--- src/rtl/mopshub_8b10b_pkg.sv ---
// Shared constants for the MOPSHUB 8b/10b encoder: K-code bytes, comma symbols and RD encoding.
package mopshub_8b10b_pkg;

    localparam int unsigned BYTE_W = 8;
    localparam int unsigned SYM_W  = 10;

    localparam logic RD_NEG = 1'b0;
    localparam logic RD_POS = 1'b1;

    localparam logic [BYTE_W-1:0] K28_0 = 8'h1C;
    localparam logic [BYTE_W-1:0] K28_1 = 8'h3C;
    localparam logic [BYTE_W-1:0] K28_2 = 8'h5C;
    localparam logic [BYTE_W-1:0] K28_3 = 8'h7C;
    localparam logic [BYTE_W-1:0] K28_4 = 8'h9C;
    localparam logic [BYTE_W-1:0] K28_5 = 8'hBC;
    localparam logic [BYTE_W-1:0] K28_6 = 8'hDC;
    localparam logic [BYTE_W-1:0] K28_7 = 8'hFC;
    localparam logic [BYTE_W-1:0] K23_7 = 8'hF7;
    localparam logic [BYTE_W-1:0] K27_7 = 8'hFB;
    localparam logic [BYTE_W-1:0] K29_7 = 8'hFD;
    localparam logic [BYTE_W-1:0] K30_7 = 8'hFE;

    localparam logic [SYM_W-1:0] K28_5_RDN = 10'h0FA;
    localparam logic [SYM_W-1:0] K28_5_RDP = 10'h305;

endpackage

--- src/rtl/enc_8b10b_core_mopshub.sv ---
// Combinational 8b/10b symbol builder: byte + K flag + entry RD -> {abcdei,fghj}, exit RD, illegal-K flag.
module enc_8b10b_core_mopshub
    import mopshub_8b10b_pkg::*;
(
    input  logic [BYTE_W-1:0] byte_i,
    input  logic              ki_i,
    input  logic              rd_i,
    output logic [SYM_W-1:0]  symbol_c_o,
    output logic              rd_next_c_o,
    output logic              k_illegal_c_o
);

    // {RD- form, RD+ form} of the data 6b block
    function automatic logic [11:0] tab_5b6b(input logic [4:0] x);
        case (x)
            5'd0:    tab_5b6b = {6'b100111, 6'b011000};
            5'd1:    tab_5b6b = {6'b011101, 6'b100010};
            5'd2:    tab_5b6b = {6'b101101, 6'b010010};
            5'd3:    tab_5b6b = {6'b110001, 6'b110001};
            5'd4:    tab_5b6b = {6'b110101, 6'b001010};
            5'd5:    tab_5b6b = {6'b101001, 6'b101001};
            5'd6:    tab_5b6b = {6'b011001, 6'b011001};
            5'd7:    tab_5b6b = {6'b111000, 6'b000111};
            5'd8:    tab_5b6b = {6'b111001, 6'b000110};
            5'd9:    tab_5b6b = {6'b100101, 6'b100101};
            5'd10:   tab_5b6b = {6'b010101, 6'b010101};
            5'd11:   tab_5b6b = {6'b110100, 6'b110100};
            5'd12:   tab_5b6b = {6'b001101, 6'b001101};
            5'd13:   tab_5b6b = {6'b101100, 6'b101100};
            5'd14:   tab_5b6b = {6'b011100, 6'b011100};
            5'd15:   tab_5b6b = {6'b010111, 6'b101000};
            5'd16:   tab_5b6b = {6'b011011, 6'b100100};
            5'd17:   tab_5b6b = {6'b100011, 6'b100011};
            5'd18:   tab_5b6b = {6'b010011, 6'b010011};
            5'd19:   tab_5b6b = {6'b110010, 6'b110010};
            5'd20:   tab_5b6b = {6'b001011, 6'b001011};
            5'd21:   tab_5b6b = {6'b101010, 6'b101010};
            5'd22:   tab_5b6b = {6'b011010, 6'b011010};
            5'd23:   tab_5b6b = {6'b111010, 6'b000101};
            5'd24:   tab_5b6b = {6'b110011, 6'b001100};
            5'd25:   tab_5b6b = {6'b100110, 6'b100110};
            5'd26:   tab_5b6b = {6'b010110, 6'b010110};
            5'd27:   tab_5b6b = {6'b110110, 6'b001001};
            5'd28:   tab_5b6b = {6'b001110, 6'b001110};
            5'd29:   tab_5b6b = {6'b101110, 6'b010001};
            5'd30:   tab_5b6b = {6'b011110, 6'b100001};
            default: tab_5b6b = {6'b101011, 6'b010100};
        endcase
    endfunction

    // {RD6- form, RD6+ form} of the fghj block; K28 uses its own column
    function automatic logic [7:0] tab_3b4b(input logic [2:0] y, input logic k28);
        case ({k28, y})
            4'b0_000: tab_3b4b = {4'b1011, 4'b0100};
            4'b0_001: tab_3b4b = {4'b1001, 4'b1001};
            4'b0_010: tab_3b4b = {4'b0101, 4'b0101};
            4'b0_011: tab_3b4b = {4'b1100, 4'b0011};
            4'b0_100: tab_3b4b = {4'b1101, 4'b0010};
            4'b0_101: tab_3b4b = {4'b1010, 4'b1010};
            4'b0_110: tab_3b4b = {4'b0110, 4'b0110};
            4'b0_111: tab_3b4b = {4'b1110, 4'b0001};
            4'b1_000: tab_3b4b = {4'b1011, 4'b0100};
            4'b1_001: tab_3b4b = {4'b0110, 4'b1001};
            4'b1_010: tab_3b4b = {4'b1010, 4'b0101};
            4'b1_011: tab_3b4b = {4'b1100, 4'b0011};
            4'b1_100: tab_3b4b = {4'b1101, 4'b0010};
            4'b1_101: tab_3b4b = {4'b0101, 4'b1010};
            4'b1_110: tab_3b4b = {4'b1001, 4'b0110};
            default:  tab_3b4b = {4'b0111, 4'b1000};
        endcase
    endfunction

    logic [4:0]  x;
    logic [2:0]  y;
    logic        k28;
    logic        k_alt;
    logic [11:0] col6;
    logic [7:0]  col4;
    logic [5:0]  six;
    logic [3:0]  four;
    logic        rd6;
    logic        use_a7;

    always_comb begin
        x      = byte_i[4:0];
        y      = byte_i[7:5];
        k28    = ki_i && (x == K28_0[4:0]);
        k_alt  = ki_i && ((byte_i == K23_7) || (byte_i == K27_7) ||
                          (byte_i == K29_7) || (byte_i == K30_7));
        col6   = k28 ? {6'b001111, 6'b110000} : tab_5b6b(x);
        six    = rd_i ? col6[5:0] : col6[11:6];
        // Neutral 6b blocks have odd parity (three ones); the rest flip RD
        rd6    = rd_i ^ ~(^six);
        col4   = tab_3b4b(y, k28);
        four   = rd6 ? col4[3:0] : col4[7:4];
        use_a7 = rd6 ? (six[1:0] == 2'b00) : (six[1:0] == 2'b11);
        if (!k28 && (y == 3'd7) && (k_alt || use_a7)) begin
            four = rd6 ? 4'b1000 : 4'b0111;
        end
        symbol_c_o    = {six, four};
        rd_next_c_o   = rd6 ^ (^four);
        k_illegal_c_o = ki_i && !k28 && !k_alt;
    end

endmodule

--- src/rtl/enc_8b10b_mopshub.sv ---
// Registered 8b/10b encoder for the MOPSHUB uplink; 1-cycle latency, tracks running disparity.
// Optional MOPSHUB_ENC_IDLE_COMMA_EN: idle cycles emit K28.5 at the current RD.
module enc_8b10b_mopshub
    import mopshub_8b10b_pkg::*;
#(
    parameter logic RST_RD = 1'b0
) (
    input  logic              clk,
    input  logic              rst,
    input  logic [BYTE_W-1:0] datain,
    input  logic              ki,
    input  logic              datain_valid,
    output logic [SYM_W-1:0]  dataout,
    output logic              dataout_valid,
    output logic              rd_out,
    output logic              code_err
);

    logic [SYM_W-1:0] dataout_q, dataout_d;
    logic             valid_q, valid_d;
    logic             err_q, err_d;
    logic             rd_q, rd_d;
    logic [SYM_W-1:0] sym;
    logic             rd_nx;
    logic             k_ill;

    enc_8b10b_core_mopshub u_core (
        .byte_i        (datain),
        .ki_i          (ki),
        .rd_i          (rd_q),
        .symbol_c_o    (sym),
        .rd_next_c_o   (rd_nx),
        .k_illegal_c_o (k_ill)
    );

    always_comb begin
        dataout_d = dataout_q;
        valid_d   = 1'b0;
        err_d     = err_q;
        rd_d      = rd_q;
        if (datain_valid) begin
            dataout_d = sym;
            valid_d   = 1'b1;
            err_d     = k_ill;
            rd_d      = rd_nx;
        end
`ifdef MOPSHUB_ENC_IDLE_COMMA_EN
        else begin
            dataout_d = (rd_q == RD_POS) ? K28_5_RDP : K28_5_RDN;
            valid_d   = 1'b1;
            err_d     = 1'b0;
            rd_d      = ~rd_q;
        end
`endif
    end

    always_ff @(posedge clk or negedge rst) begin
        if (!rst) begin
            dataout_q <= '0;
            valid_q   <= 1'b0;
            err_q     <= 1'b0;
            rd_q      <= RST_RD;
        end else begin
            dataout_q <= dataout_d;
            valid_q   <= valid_d;
            err_q     <= err_d;
            rd_q      <= rd_d;
        end
    end

    assign dataout       = dataout_q;
    assign dataout_valid = valid_q;
    assign rd_out        = rd_q;
    assign code_err      = err_q;

endmodule
--- config.mk ---
export PLATFORM = sky130hd
export DESIGN_NAME = enc_8b10b_mopshub
export DESIGN_NICKNAME = d
export VERILOG_FILES = /design/src/rtl/mopshub_8b10b_pkg.sv /design/src/rtl/enc_8b10b_core_mopshub.sv /design/src/rtl/enc_8b10b_mopshub.sv
export SDC_FILE = /design/constraint.sdc
export NUM_CORES = 1
export LEC_CHECK = 0
export ABC_AREA = 0
export BUFFER_PORTS_ARGS = -buffer_cell sky130_fd_sc_hd__buf_2
export CORE_MARGIN = 2
export CORE_UTILIZATION = 45
export DETAILED_ROUTE_END_ITERATION = 10
export GPL_ROUTABILITY_DRIVEN = 1
export PLACE_DENSITY_LB_ADDON = 0.08
export REMOVE_ABC_BUFFERS = 1
export SYNTH_ARGS = -nofsm -noshare
export SYNTH_HDL_FRONTEND = slang
export SYNTH_SLANG_ARGS = --single-unit
--- constraint.sdc ---
create_clock -name clk -period 2.8 [get_ports clk]
set_input_delay 0.28 -clock clk [delete_from_list [all_inputs] [get_ports clk]]
set_output_delay 0.28 -clock clk [all_outputs]
set_load 0.02 [all_outputs]
==> results.md <==
- Fillers: 318
- H-tree Lvls: 1
- All-Layer GR Usage: 22.99%
- Crit Path Category: input port to flop
- Min-delay worst type: input port to flop
- GPL Wtd Cong: 0.9552
- Simple-Gate Fraction of Synth Area: a little over a fifth
- CP Capture Type: flop
- Critical Path Fanout Max: 5
- Slew Limit Fails: 0
- Multiplexer share of the synthesized area: 7.143%
- Post-route ant nets: 0
- Slowest cell on crit path: ha_2
- Footprint of the multi-input gates: 1196 um2
- Post-route setup TNS: 0 ns
- Syn Std Cell Area: between 1500 and 2000 um2
- Clock Skews: 0.006249 ns
- Fmax: 363.7 MHz
- Number of port buffers: 24
- GRT overflow: 0
- Initial antenna violation count: 0
- Die width: 64.49 um
- Core Area: 3416 um2
- Worst path bufs/invs: 5
- Sequential-to-total area share from yosys stat: between 10% and 20%
- Final Hold Viols: 0
- CP Data Arrival Time: between 2 and 3 ns
- Pwr/cell area: 785.0 nW/um2
- Initial DRC count: 208
- Fin nets: 293
- Most frequent cells in the layout: buf_4 (41), nor2_1 (25), buf_2 (22), nand2_1 (19), a21oi_1 (16)
- DRT Wirelength: 4763 um
- Chip Height: about 64 um
- Routed vias: about 1,800
- Final Setup Violations: 0
- Crit. Startpoint: datain[0]
- Synthesized netlist cell count: 211
- Drt drc: 0
- Mean Syn Cell Area: 7.804 um2
- Library cells used by synthesis: 55
- Fraction of registers with async set/reset: 100.0%
- Worst-Margin Slew: 0.7416 ns
- Post-layout min period: 2.749 ns
- Vias in the first global route: 1,646
- Pin count of the biggest net entering global routing: 26
- Drt wl/cell: 15.07 um
- Global-route wire length before repair: 7652 um
- Post-DR vias/cell: approximately 5.8
- Synth-to-layout area growth: 31.46%
- Synth warnings: 0
- Pleak: 1.006 nW
- Post-Synth Adder-Cell Area: about 7.6%
- Cell family with most CP delay: compound AO/OA/AOI/OAI gates
- Reg2reg start: rd_out
- RSZ-0062 raised after global routing: true
- Clock Latency Late Sink: 0.28 ns
- Status: finished, final reports clean
- Max_slew headroom: between 50 and 60%
- Commonest non-fill, non-tap cell in the layout: buf_4
- Clk slew on worst S/H paths: 0.09 ns
- Post-synth EDFFs: 0
- Startpoint types: input port
- Synth Area in Compound Gates: 28.27%
- IO Count: 25
- Seq. cell area: around 330 um2
- Starting Density: around half
- Worst vdd ir: 0.4836 mV
- Fin crit share: 98.19%
- Largest family of logic cells by synthesized area: compound AO/OA/AOI/OAI gates
- Std-Cell Rows: 21
- Antenna diodes: 0
- Hold path start: ki
- Post-Layout Cell Count: 316
- Register bit count reported by yosys: 13
- Share of layout cells above drive strength 1: 35.93%
- Inserted Clock Buffers: 3
- Critical Path RT: 2.97 ns
- TritonCTS clock tree: done
- Max_cap viols: 0
- Die Area: a little over 4000 um2
- Critical path, cell by cell: buf_6 -> inv_1 -> ha_2 -> nor2b_1 -> nand3b_1 -> o21ai_0 -> a21oi_1 -> o22ai_1 -> a21oi_2 -> buf_4 -> buf_4 -> inv_1 -> ha_1 -> o21ai_1 -> a21oi_1 -> a311oi_1 -> mux2i_1 -> mux2_4
- Clock root cell: clkbuf_4
- CP max stage delay: approximately 0.32 ns
- Top FF cell, synth: dfrtp_1
- CTS sink cnt: 13
- Clock tree buffer depth: 2
- DP HPWL: 3531 um
- Pre-antenna DRT Iters: 7
- Cells after DPL: 305
- XOR/XNOR Fraction of Synth Area: 6.079%
-- metal layers --
metal	up-vias	global-route usage (%)	part of all wire, %	wire [um]
met1	851	32.68	44	2090
met4	0	3.457	1.0	48
met2	110	36.59	46	2214
met3	8	5.035	8.6	410
li1	869	-	-	-
met5	-	0	0	0
-- worst paths after layout --
check / end / slack [ns] / depth (start not counted)
worst min-delay path: code_err / 0.26 / 3
min in group asynchronous: code_err / 0.41 / 2
worst max register to register: dataout[2] / 0.25 / 9
max in group asynchronous: dataout[8] / 2.15 / 2
worst max-delay path: dataout[0] / 0.05 / 18
worst min register to register: dataout[5] / 0.52 / 1
-- cell families after synthesis --
logic type	Yosys count
buffers and inverters	27
adder cells (fa/ha/maj)	10
multiplexers	11
flip-flops	13
AO/OA/AOI/OAI	68
AND/OR/NAND/NOR	74
XOR/XNOR	8
-- flip-flops by register name, indices dropped and copies added (netlist names) --
signal,cells
dataout_valid,1
dataout,10
rd_out,1
code_err,1
-- cell usage after synthesis, types with 4 or more instances --
cell / number / share of area (%)
nor2_1: 25 / 5.7
nand2_1: 19 / 4.3
a21oi_1: 17 / 5.2
dfrtp_1: 13 / 20
inv_1: 11 / 2.5
ha_1: 10 / 7.6
o21ai_0: 10 / 3.0
mux2i_1: 8 / 4.9
o22ai_1: 7 / 2.7
a31oi_1: 5 / 1.9
buf_6: 5 / 3.4
nand3_1: 5 / 1.5
a311oi_1: 4 / 2.1
nand2b_1: 4 / 1.5
o21ai_1: 4 / 1.2
-- tightest hold or removal path, cell delays in order --
cell	delay, ns
buf_2	0.10
nand3_1	0.06
o22ai_1	0.06
-- report_power, final --
group | total (W) | switching, W | internal, W
combinational | 0.00125 | 0.000624 | 0.000627
sequential | 0.000330 | 0.0000655 | 0.000264
clock | 0.000118 | 0.0000655 | 0.0000530
total | 0.00170 | 0.000755 | 0.000944
-- metrics by stage --
stage | utilization (%) | cell area, um2 | worst slack, ns | total power (W) | hold WS, ns
2_1_floorplan | - | 1538 | -0.06112 | 0.001074 | -0.01559
3_3_place_gp | 59.52 | 2033 | -0.3270 | 0.001483 | 0.1761
3_5_place_dp | 59.52 | 2033 | -0.2937 | 0.001512 | 0.1853
4_1_cts | 60.62 | 2071 | 0.002486 | 0.001647 | 0.2569
5_1_grt | 63.37 | 2165 | -0.1734 | 0.001834 | 0.2629
6_report | 63.37 | 2165 | 0.05061 | 0.001699 | 0.2595
-- area by class of cell --
type	instances	share of cell area [%]
clock buffers	3	1.040
flip-flops and latches	13	15.03
multi-input cells	171	55.26
inverters	12	2.081
well taps	46	2.659
repair buffers	70	23.70
clock inverters	1	0.2312
-- repair_timing --
| action | 4_1_cts | 5_1_grt |
|---|---|---|
| endpoints found under the setup margin | 1 | 5 |
| buffers inserted | 0 | 6 |
| resized for setup | 0 | 13 |
| endpoints found under the hold margin | 13 | 0 |
| hold buffers | 1 | 0 |
| pin swaps | 1 | 10 |
Note: power is estimated with default switching activity, not from simulation.
